$ cat src/rtl/bank_arbiter.sv
// Two-requester arbiter in front of a 1W/1R 128x128 bank with independent
// round-robin write and read ports. Define BANK_ARB_FWD_EN to forward write
// data to a same-address read instead of stalling the read.
module bank_arbiter (
  input  logic         vsi_clk,
  input  logic         vsi_reset_n,
  input  logic [1:0]   req_valid,
  input  logic [1:0]   req_we,
  input  logic [13:0]  req_addr,
  input  logic [255:0] req_wdata,
  output logic [1:0]   req_ready,
  output logic [1:0]   rsp_valid,
  output logic [127:0] rsp_data,
  output logic         bank_inputChipSelect,
  output logic [6:0]   bank_inputAddr,
  output logic [127:0] bank_inputData,
  output logic         bank_outputChipSelect,
  output logic [6:0]   bank_outputAddr,
  input  logic [127:0] bank_outputData
);

  // Handshake: an operation transfers in a cycle where req_valid[r] && req_ready[r];
  // a requester that sees ready low may change or drop its request freely.

  logic         wr_ptr;
  logic         rd_ptr;
  logic [1:0]   wr_req;
  logic [1:0]   rd_req;
  logic         wr_any;
  logic         rd_any;
  logic         wr_sel;
  logic         rd_sel;
  logic [6:0]   wr_addr;
  logic [6:0]   rd_addr;
  logic [127:0] wr_data;
  logic         collide;
  logic         rd_go;
  logic         rd_port_en;
  logic [1:0]   wr_gnt;
  logic [1:0]   rd_gnt;

  always_comb begin
    wr_req = req_valid & req_we & {2{vsi_reset_n}};
    rd_req = req_valid & ~req_we & {2{vsi_reset_n}};
    wr_any = |wr_req;
    rd_any = |rd_req;
    wr_sel = (wr_req == 2'b11) ? wr_ptr : wr_req[1];
    rd_sel = (rd_req == 2'b11) ? rd_ptr : rd_req[1];
    wr_addr = wr_sel ? req_addr[13:7] : req_addr[6:0];
    rd_addr = rd_sel ? req_addr[13:7] : req_addr[6:0];
    wr_data = wr_sel ? req_wdata[255:128] : req_wdata[127:0];
    collide = wr_any && rd_any && (wr_addr == rd_addr);
`ifdef BANK_ARB_FWD_EN
    rd_go      = rd_any;
    rd_port_en = rd_any && !collide;
`else
    // The write wins a same-address collision; the read retries next cycle.
    rd_go      = rd_any && !collide;
    rd_port_en = rd_go;
`endif
    wr_gnt = {wr_any & wr_sel, wr_any & ~wr_sel};
    rd_gnt = {rd_go & rd_sel, rd_go & ~rd_sel};
  end

  assign req_ready             = wr_gnt | rd_gnt;
  assign bank_inputChipSelect  = wr_any;
  assign bank_inputAddr        = wr_addr;
  assign bank_inputData        = wr_data;
  assign bank_outputChipSelect = rd_port_en;
  assign bank_outputAddr       = rd_addr;

  // After any grant the pointer favours the requester that did not win.
  always_ff @(posedge vsi_clk or negedge vsi_reset_n) begin
    if (!vsi_reset_n) begin
      wr_ptr    <= 1'b0;
      rd_ptr    <= 1'b0;
      rsp_valid <= 2'b00;
    end else begin
      if (wr_any) wr_ptr <= ~wr_sel;
      if (rd_go)  rd_ptr <= ~rd_sel;
      rsp_valid <= rd_gnt;
    end
  end

`ifdef BANK_ARB_FWD_EN
  logic         fwd_hit;
  logic [127:0] fwd_data;

  always_ff @(posedge vsi_clk or negedge vsi_reset_n) begin
    if (!vsi_reset_n) begin
      fwd_hit  <= 1'b0;
      fwd_data <= '0;
    end else begin
      fwd_hit <= collide;
      if (collide) fwd_data <= wr_data;
    end
  end

  assign rsp_data = fwd_hit ? fwd_data : bank_outputData;
`else
  assign rsp_data = bank_outputData;
`endif

endmodule

$ cat config.mk
export PLATFORM = sky130hd
export DESIGN_NAME = bank_arbiter
export DESIGN_NICKNAME = d
export VERILOG_FILES = /design/src/rtl/bank_arbiter.sv
export SDC_FILE = /design/constraint.sdc
export NUM_CORES = 1
export LEC_CHECK = 0
export ABC_AREA = 0
export CAP_MARGIN = 20
export CORE_AREA = 2 2 264 266
export CTS_BUF_LIST = sky130_fd_sc_hd__clkbuf_4 sky130_fd_sc_hd__clkbuf_8
export CTS_CLUSTER_SIZE = 24
export DETAILED_ROUTE_END_ITERATION = 7
export DIE_AREA = 0 0 266 268
export HOLD_SLACK_MARGIN = 0.12
export SYNTH_ARGS = -nofsm -noshare
export SYNTH_HDL_FRONTEND = slang
export SYNTH_SLANG_ARGS = --single-unit
$ cat constraint.sdc
create_clock -name vsi_clk -period 1.4 [get_ports vsi_clk]
set_input_delay 0.21 -clock vsi_clk [delete_from_list [all_inputs] [get_ports vsi_clk]]
set_output_delay 0.21 -clock vsi_clk [all_outputs]
set_load 0.02 [all_outputs]
==> results of run 1 <==
-- stage by stage --
stage	std cells	hold slack, ps	setup slack, ps	cell area (µm²)	power, W
2_1_floorplan	338	-85.59	-180.3	3705	0.001827
5_1_grt	1598	383.4	-661.3	9161	0.003604
6_report	1606	347.8	-605.6	9181	0.003450
3_3_place_gp	1560	420.1	-1317	8309	0.002899
4_1_cts	1593	339.2	-638.0	9080	0.003444
3_5_place_dp	1560	420.1	-1346	8309	0.002914
-- tightest hold or removal path: stages --
cell	delay (ps)
buf_2	130
nand3_2	70
nand2_1	50
o21ai_0	70
-- power groups by stage --
stage          sequential [W]  clock (W)  combinational (W)
3_3_place_gp         0.000150          0            0.00275
3_5_place_dp         0.000151          0            0.00276
6_report             0.000148   0.000240            0.00306
4_1_cts              0.000148   0.000242            0.00305
5_1_grt              0.000150   0.000258            0.00320
2_1_floorplan        0.000153          0            0.00167
-- cells in the mapped netlist, drive strengths merged, types with 2 or more instances --
cell type  instances
a21boi             2
xor2               5
inv                4
mux2             140
nor2               4
nand3              2
buf              144
o21ai              5
dfrtp              4
nand2              9
a31oi              2
a211oi             2
-- final timing paths --
kind,end,from,depth (start not counted)
min in group asynchronous,wr_ptr,vsi_reset_n,3
hold reg to reg,wr_ptr,wr_ptr,3
setup reg to reg,rd_ptr,wr_ptr,8
hold / removal,wr_ptr,vsi_reset_n,4
setup / recovery,bank_inputData[0],wr_ptr,7
max in group asynchronous,rsp_valid[0],vsi_reset_n,3
-- final cells by class --
type                    instances  area share (%)
diodes                         11          0.2998
clock buffers                   3          0.4497
inverters                       4          0.1635
multi-input cells             186           27.60
flip-flops and latches          4           1.090
well taps                     882           12.02
repair buffers                516           58.38
-- timing repair --
item                       CTS  global route
setup endpoints to repair  149           149
cloned                       6             0
hold buffers                 3             0
gates resized for setup    878            37
hold endpoints to repair     4             0
pin swaps                   13            10
buffers inserted            21             7
-- registers in the layout, indices dropped and copies added, names as in the netlist --
signal     flops
rsp_valid      2
wr_ptr         1
rd_ptr         1
-- layer usage --
| layer | up-vias | wire (µm) | global-route usage, % |
|---|---|---|---|
| met5 | - | 164 | 0 |
| met4 | 20 | 792 | 2.019 |
| met3 | 66 | 6243 | 6.662 |
| met2 | 582 | 14980 | 14.45 |
| met1 | 1859 | 10150 | 7.382 |
| li1 | 1819 | - | - |
-- kinds of logic after synthesis --
group | count (synthesis) | synth area share [%]
multiplexers | 141 | 50.64
AO/OA/AOI/OAI | 21 | 5.591
AND/OR/NAND/NOR | 19 | 3.155
buffers and inverters | 148 | 36.02
XOR/XNOR | 5 | 1.398
flip-flops | 4 | 3.195
==> flow_metrics.py, run 1 <==
metrics = {
    "die": {
        "placeableCoreArea_mm2": 0.06823,
        "die-area_mm2": 0.07129,
        "io_pins": 680,
        "start_util_pct": 4.592,
        "row_count": 96,
        "die_x_um": 266,
        "die_y_um": 268,
    },
    "synthesis": {
        "synth_async_sr_flop_share_pct": 100.0,
        "syn_inst": 338,
        "synth_ff_type": "dfrtp_1",
        "synth_edf_count": 0,
        "yosysUniqueCellTypes": 31,
        "synth_area_leader_cell": "mux2_2",
        "synth-seq-cells": 4,
        "yosys.area.top_type_share_pct": 50.32,
        "ys_seq_area_share_pct": 3.195,
        "synth.cell_area_mm2": 0.003133,
        "syn_avg_cell_area_um2": 9.269,
        "syn_nets": 742,
        "synth_warnings": 0,
        "synth_area_leaders": "mux2_2, buf_4, buf_6",
    },
    "grt": {
        "grt_pass1_wl_um": 39130,
        "grt-ovfl-total": 0,
        "grt_pass1_vias": 4657,
        "track_usage_pct": 8.282,
        "grt_max_degree": 12,
        "grt_antenna_before_repair": 44,
    },
    "final_layout": {
        "final_cell_mix": "clkdlybuf4s50_1, buf_6, mux2_4, buf_4, buf_2",
        "seq_area_um2": 100.1,
        "nNetsFinal": 1119,
        "final_layout_size_suffix_gt1_share_pct": 57.36,
        "mostFrequentLayoutCell": "clkdlybuf4s50_1",
        "utilization_pct": 13.46,
        "multi_input_area_mm2": 0.002534,
        "synthToLayoutAreaGrowth_pct": 193.1,
        "fill_cells": 7627,
    },
    "timing": {
        "rsz0062_at_grt": "true",
        "setup_viol": 149,
        "fin_ws_ps": -605.6,
        "fin_skew_ps": 4.232,
        "layout_min_cycle_time_ps": 2006,
        "slew_violations": 0,
        "setup_tns_ps": -74790,
        "fmax_ghz": 0.4986,
        "tightestPinTransition_ps": 303.7,
        "min_period_over_period_pct": 143.3,
        "timing.final.hold_violations": 0,
        "slew_headroom_pct": 79.64,
    },
    "clock_network": {
        "cts_tree": "yes",
        "max-clock-path-buffers": 2,
        "cts.sinks": 4,
        "cts-root-buf": "clkbuf_8",
        "cts_max_level": 1,
        "cts_inserted_buffers": 3,
        "cts.reportedPaths.clkPinSlew_ps": 30,
        "worstSkewPairLatency_ps": 220,
    },
    "detailed_routing": {
        "ant_nets": 0,
        "vias_per_cell": 2.706,
        "vias": 4346,
        "wirelength_um": 32340,
        "wire_per_inst_um": 20.14,
        "dr.pass1.iters": 4,
        "drtIter0Drc": 80,
        "drc": 0,
    },
    "critical_path": {
        "path_class": "reg -> out",
        "crit_required_ps": 1190,
        "ff2ff_setup_slack_ps": -430,
        "crit_slowest_cell": "dfrtp_1",
        "cp_num_buf_inv": 5,
        "cp.arrival_ps": 1800,
        "start_kind": "register",
        "crit_family": "buffers and inverters",
        "setup.worst_path.end_class": "output port",
        "crit_fanout": 8,
        "crit_chain": "o21bai_4 -> buf_6 -> buf_12 -> buf_16 -> buf_12 -> mux2_4 -> buf_6",
        "max_stage_delay_ps": 400,
    },
    "power_and_ir_drop": {
        "power_leakage_nw": 4.052,
        "vdd_drop_max_mv": 0.1623,
        "power_frac_comb_pct": 88.8,
        "pwr-share-clk_pct": 6.9,
        "intPower_w": 0.002238,
        "seq_power_share_pct": 4.3,
        "p_sw_w": 0.001211,
        "power_density_mw_per_mm2": 375.7,
        "p_sw_share_pct": 35.12,
    },
    "placed_design": {
        "dp_hpwl_um": 28570,
        "globalplace.congestion": 0.8049,
        "io_buffers": 423,
    },
    "min_path": {
        "hold_path_class": "in -> reg",
    },
    "outcome": {
        "status": "complete, but fails checks",
        "violations": "setup timing",
    },
    "flow_run": {
        "maxCapViolations": 0,
    },
}
Note: power is estimated with default switching activity, not from simulation.
==> inputs of run 2 (changes only) <==
--- a/config.mk
+++ b/config.mk
@@ -13,6 +13,7 @@
 export DETAILED_ROUTE_END_ITERATION = 7
 export DIE_AREA = 0 0 266 268
 export HOLD_SLACK_MARGIN = 0.12
+export MAX_ROUTING_LAYER = met4
 export SYNTH_ARGS = -nofsm -noshare
 export SYNTH_HDL_FRONTEND = slang
 export SYNTH_SLANG_ARGS = --single-unit
==> flow_metrics.py, run 2 (synthesis gave the netlist of run 1 again) <==
metrics = {
    "die": {
        "io_pins": 680,
        "placeableCoreArea_mm2": 0.06823,
        "die_y_um": 268,
        "die-area_mm2": 0.07129,
        "die_x_um": 266,
        "row_count": 96,
        "start_util_pct": 4.592,
    },
    "detailed_routing": {
        "dr.pass1.iters": 4,
        "wirelength_um": 32260,
        "vias_per_cell": 2.680,
        "drc": 0,
        "vias": 4320,
        "drtIter0Drc": 73,
        "ant_nets": 0,
        "wire_per_inst_um": 20.01,
    },
    "critical_path": {
        "max_stage_delay_ps": 400,
        "crit_slowest_cell": "dfrtp_1",
        "path_class": "reg -> out",
        "cp.arrival_ps": 1810,
        "crit_required_ps": 1190,
        "crit_fanout": 3,
        "r2r-end": "rd_ptr",
        "start_kind": "register",
        "rr_worst_depth": 7,
        "r2r_start": "rd_ptr",
        "setup.worst_path.end_class": "output port",
        "crit_chain": "nor3b_4 -> o21ai_1 -> a31o_4 -> a211oi_2 -> a211o_1 -> buf_6",
        "ff2ff_setup_slack_ps": -490,
    },
    "final_layout": {
        "final_layout_size_suffix_gt1_share_pct": 57.36,
        "nNetsFinal": 1119,
        "largest-register": "rsp_valid",
        "largest_reg_flops": 2,
        "fin_cells": 1612,
        "largest_registers": "rsp_valid: 2 flops, rd_ptr: 1 flops, wr_ptr: 1 flops",
        "final_cell_mix": "clkdlybuf4s50_1, buf_6, mux2_4, buf_4, buf_2",
        "synthToLayoutAreaGrowth_pct": 193.8,
        "mostFrequentLayoutCell": "clkdlybuf4s50_1",
    },
    "timing": {
        "min_period_over_period_pct": 144.0,
        "tightestPinTransition_ps": 298.9,
        "rsz0062_at_grt": "true",
        "slew_headroom_pct": 79.96,
        "fin_ws_ps": -615.7,
        "timing.final.hold_violations": 0,
        "setup_viol": 149,
        "fin_skew_ps": 4.265,
        "slew_violations": 0,
        "layout_min_cycle_time_ps": 2016,
        "fmax_ghz": 0.4961,
    },
    "outcome": {
        "violations": "setup timing",
        "status": "complete, but fails checks",
    },
    "min_path": {
        "hold_path_class": "in -> reg",
        "min_to": "wr_ptr",
        "hp-start": "vsi_reset_n",
        "hold_depth": 4,
    },
    "clock_network": {
        "cts.reportedPaths.clkPinSlew_ps": 30,
        "cts_max_level": 1,
        "cts_inserted_buffers": 3,
        "cts-root-buf": "clkbuf_8",
        "cts.sinks": 4,
        "worstSkewPairLatency_ps": 220,
        "cts_tree": "yes",
        "max-clock-path-buffers": 2,
    },
    "power_and_ir_drop": {
        "intPower_w": 0.002242,
        "power_density_mw_per_mm2": 375.1,
        "seq_power_share_pct": 4.3,
        "p_sw_w": 0.001211,
        "pwr-share-clk_pct": 6.9,
        "p_total_w": 0.003453,
        "p_sw_share_pct": 35.06,
        "power_frac_comb_pct": 88.8,
        "vdd_drop_max_mv": 0.1741,
        "power_leakage_nw": 4.045,
    },
    "grt": {
        "grt_pass1_wl_um": 39130,
        "grt_pass1_vias": 4674,
        "track_usage_pct": 8.519,
        "grt-ovfl-total": 0,
        "grt_antenna_before_repair": 43,
        "grt_max_degree": 12,
    },
    "placed_design": {
        "dp_hpwl_um": 28570,
        "dp.cells": 1560,
        "globalplace.congestion": 0.8166,
        "io_buffers": 423,
    },
    "flow_run": {
        "maxCapViolations": 0,
    },
}
run 2: cell type report:
type / count / area, µm²
fillers: 7619 / 59020
inverters: 4 / 15.01
diodes: 17 / 42.54
multi-input cells: 186 / 2541
repair buffers: 516 / 5361
flip-flops and latches: 4 / 100.1
clock buffers: 3 / 41.29
well taps: 882 / 1104
run 2: worst max path at each step:
| stage | startpoint | cells past startpoint | slack (ps) | endpoint |
|---|---|---|---|---|
| floorplan | rd_ptr | 5 | -180 | req_ready[0] |
| global placement | req_valid[0] | 7 | -1320 | bank_inputData[8] |
| detailed placement | req_we[0] | 7 | -1350 | bank_inputData[8] |
| CTS | wr_ptr | 8 | -640 | req_ready[0] |
| global route | wr_ptr | 7 | -660 | bank_inputData[2] |
| finish | rd_ptr | 6 | -620 | req_ready[0] |
run 2: repair_timing:
item / 4_1_cts / 5_1_grt
pin swaps: 13 / 12
resized for setup: 878 / 38
cloned: 6 / 0
endpoints found under the setup margin: 149 / 149
buffers inserted: 21 / 8
hold buffers: 3 / 0
endpoints found under the hold margin: 4 / 0
run 2: power by group through the flow:
stage / registers (W) / clock network (W) / logic (W)
after CTS: 0.000148 / 0.000242 / 0.00305
after floorplan: 0.000153 / 0 / 0.00167
after detailed placement: 0.000151 / 0 / 0.00276
final: 0.000148 / 0.000239 / 0.00307
after global routing: 0.000150 / 0.000258 / 0.00320
after global placement: 0.000150 / 0 / 0.00275
run 2: critical path, delay by kind of cell (launching register included):
family | cells | cell delay [ps]
flops | 1 | 400
simple gates | 1 | 310
compound gates | 4 | 750
buf+inv | 1 | 120
run 2: metrics by stage:
stage          setup TNS (ps)  cell area [µm²]  worst slack, ps  hold slack [ps]  util, %
2_1_floorplan          -13370             3705           -180.3           -85.59        -
3_3_place_gp          -184630             8309            -1317            420.1    12.18
3_5_place_dp          -186680             8309            -1346            420.1    12.18
4_1_cts                -82950             9080           -638.0            339.2    13.31
5_1_grt                -83700             9198           -661.3            383.4    13.48
6_report               -74980             9205           -615.7            347.9    13.49
run 2: per-layer routing:
layer	track usage, %	wire [µm]	up-vias	part of all wire (%)
met5	-	0	-	0
met4	1.685	635	0	2.0
met3	6.469	6134	50	19
met2	14.57	15050	585	47
met1	7.498	10440	1852	32
li1	-	-	1833	-
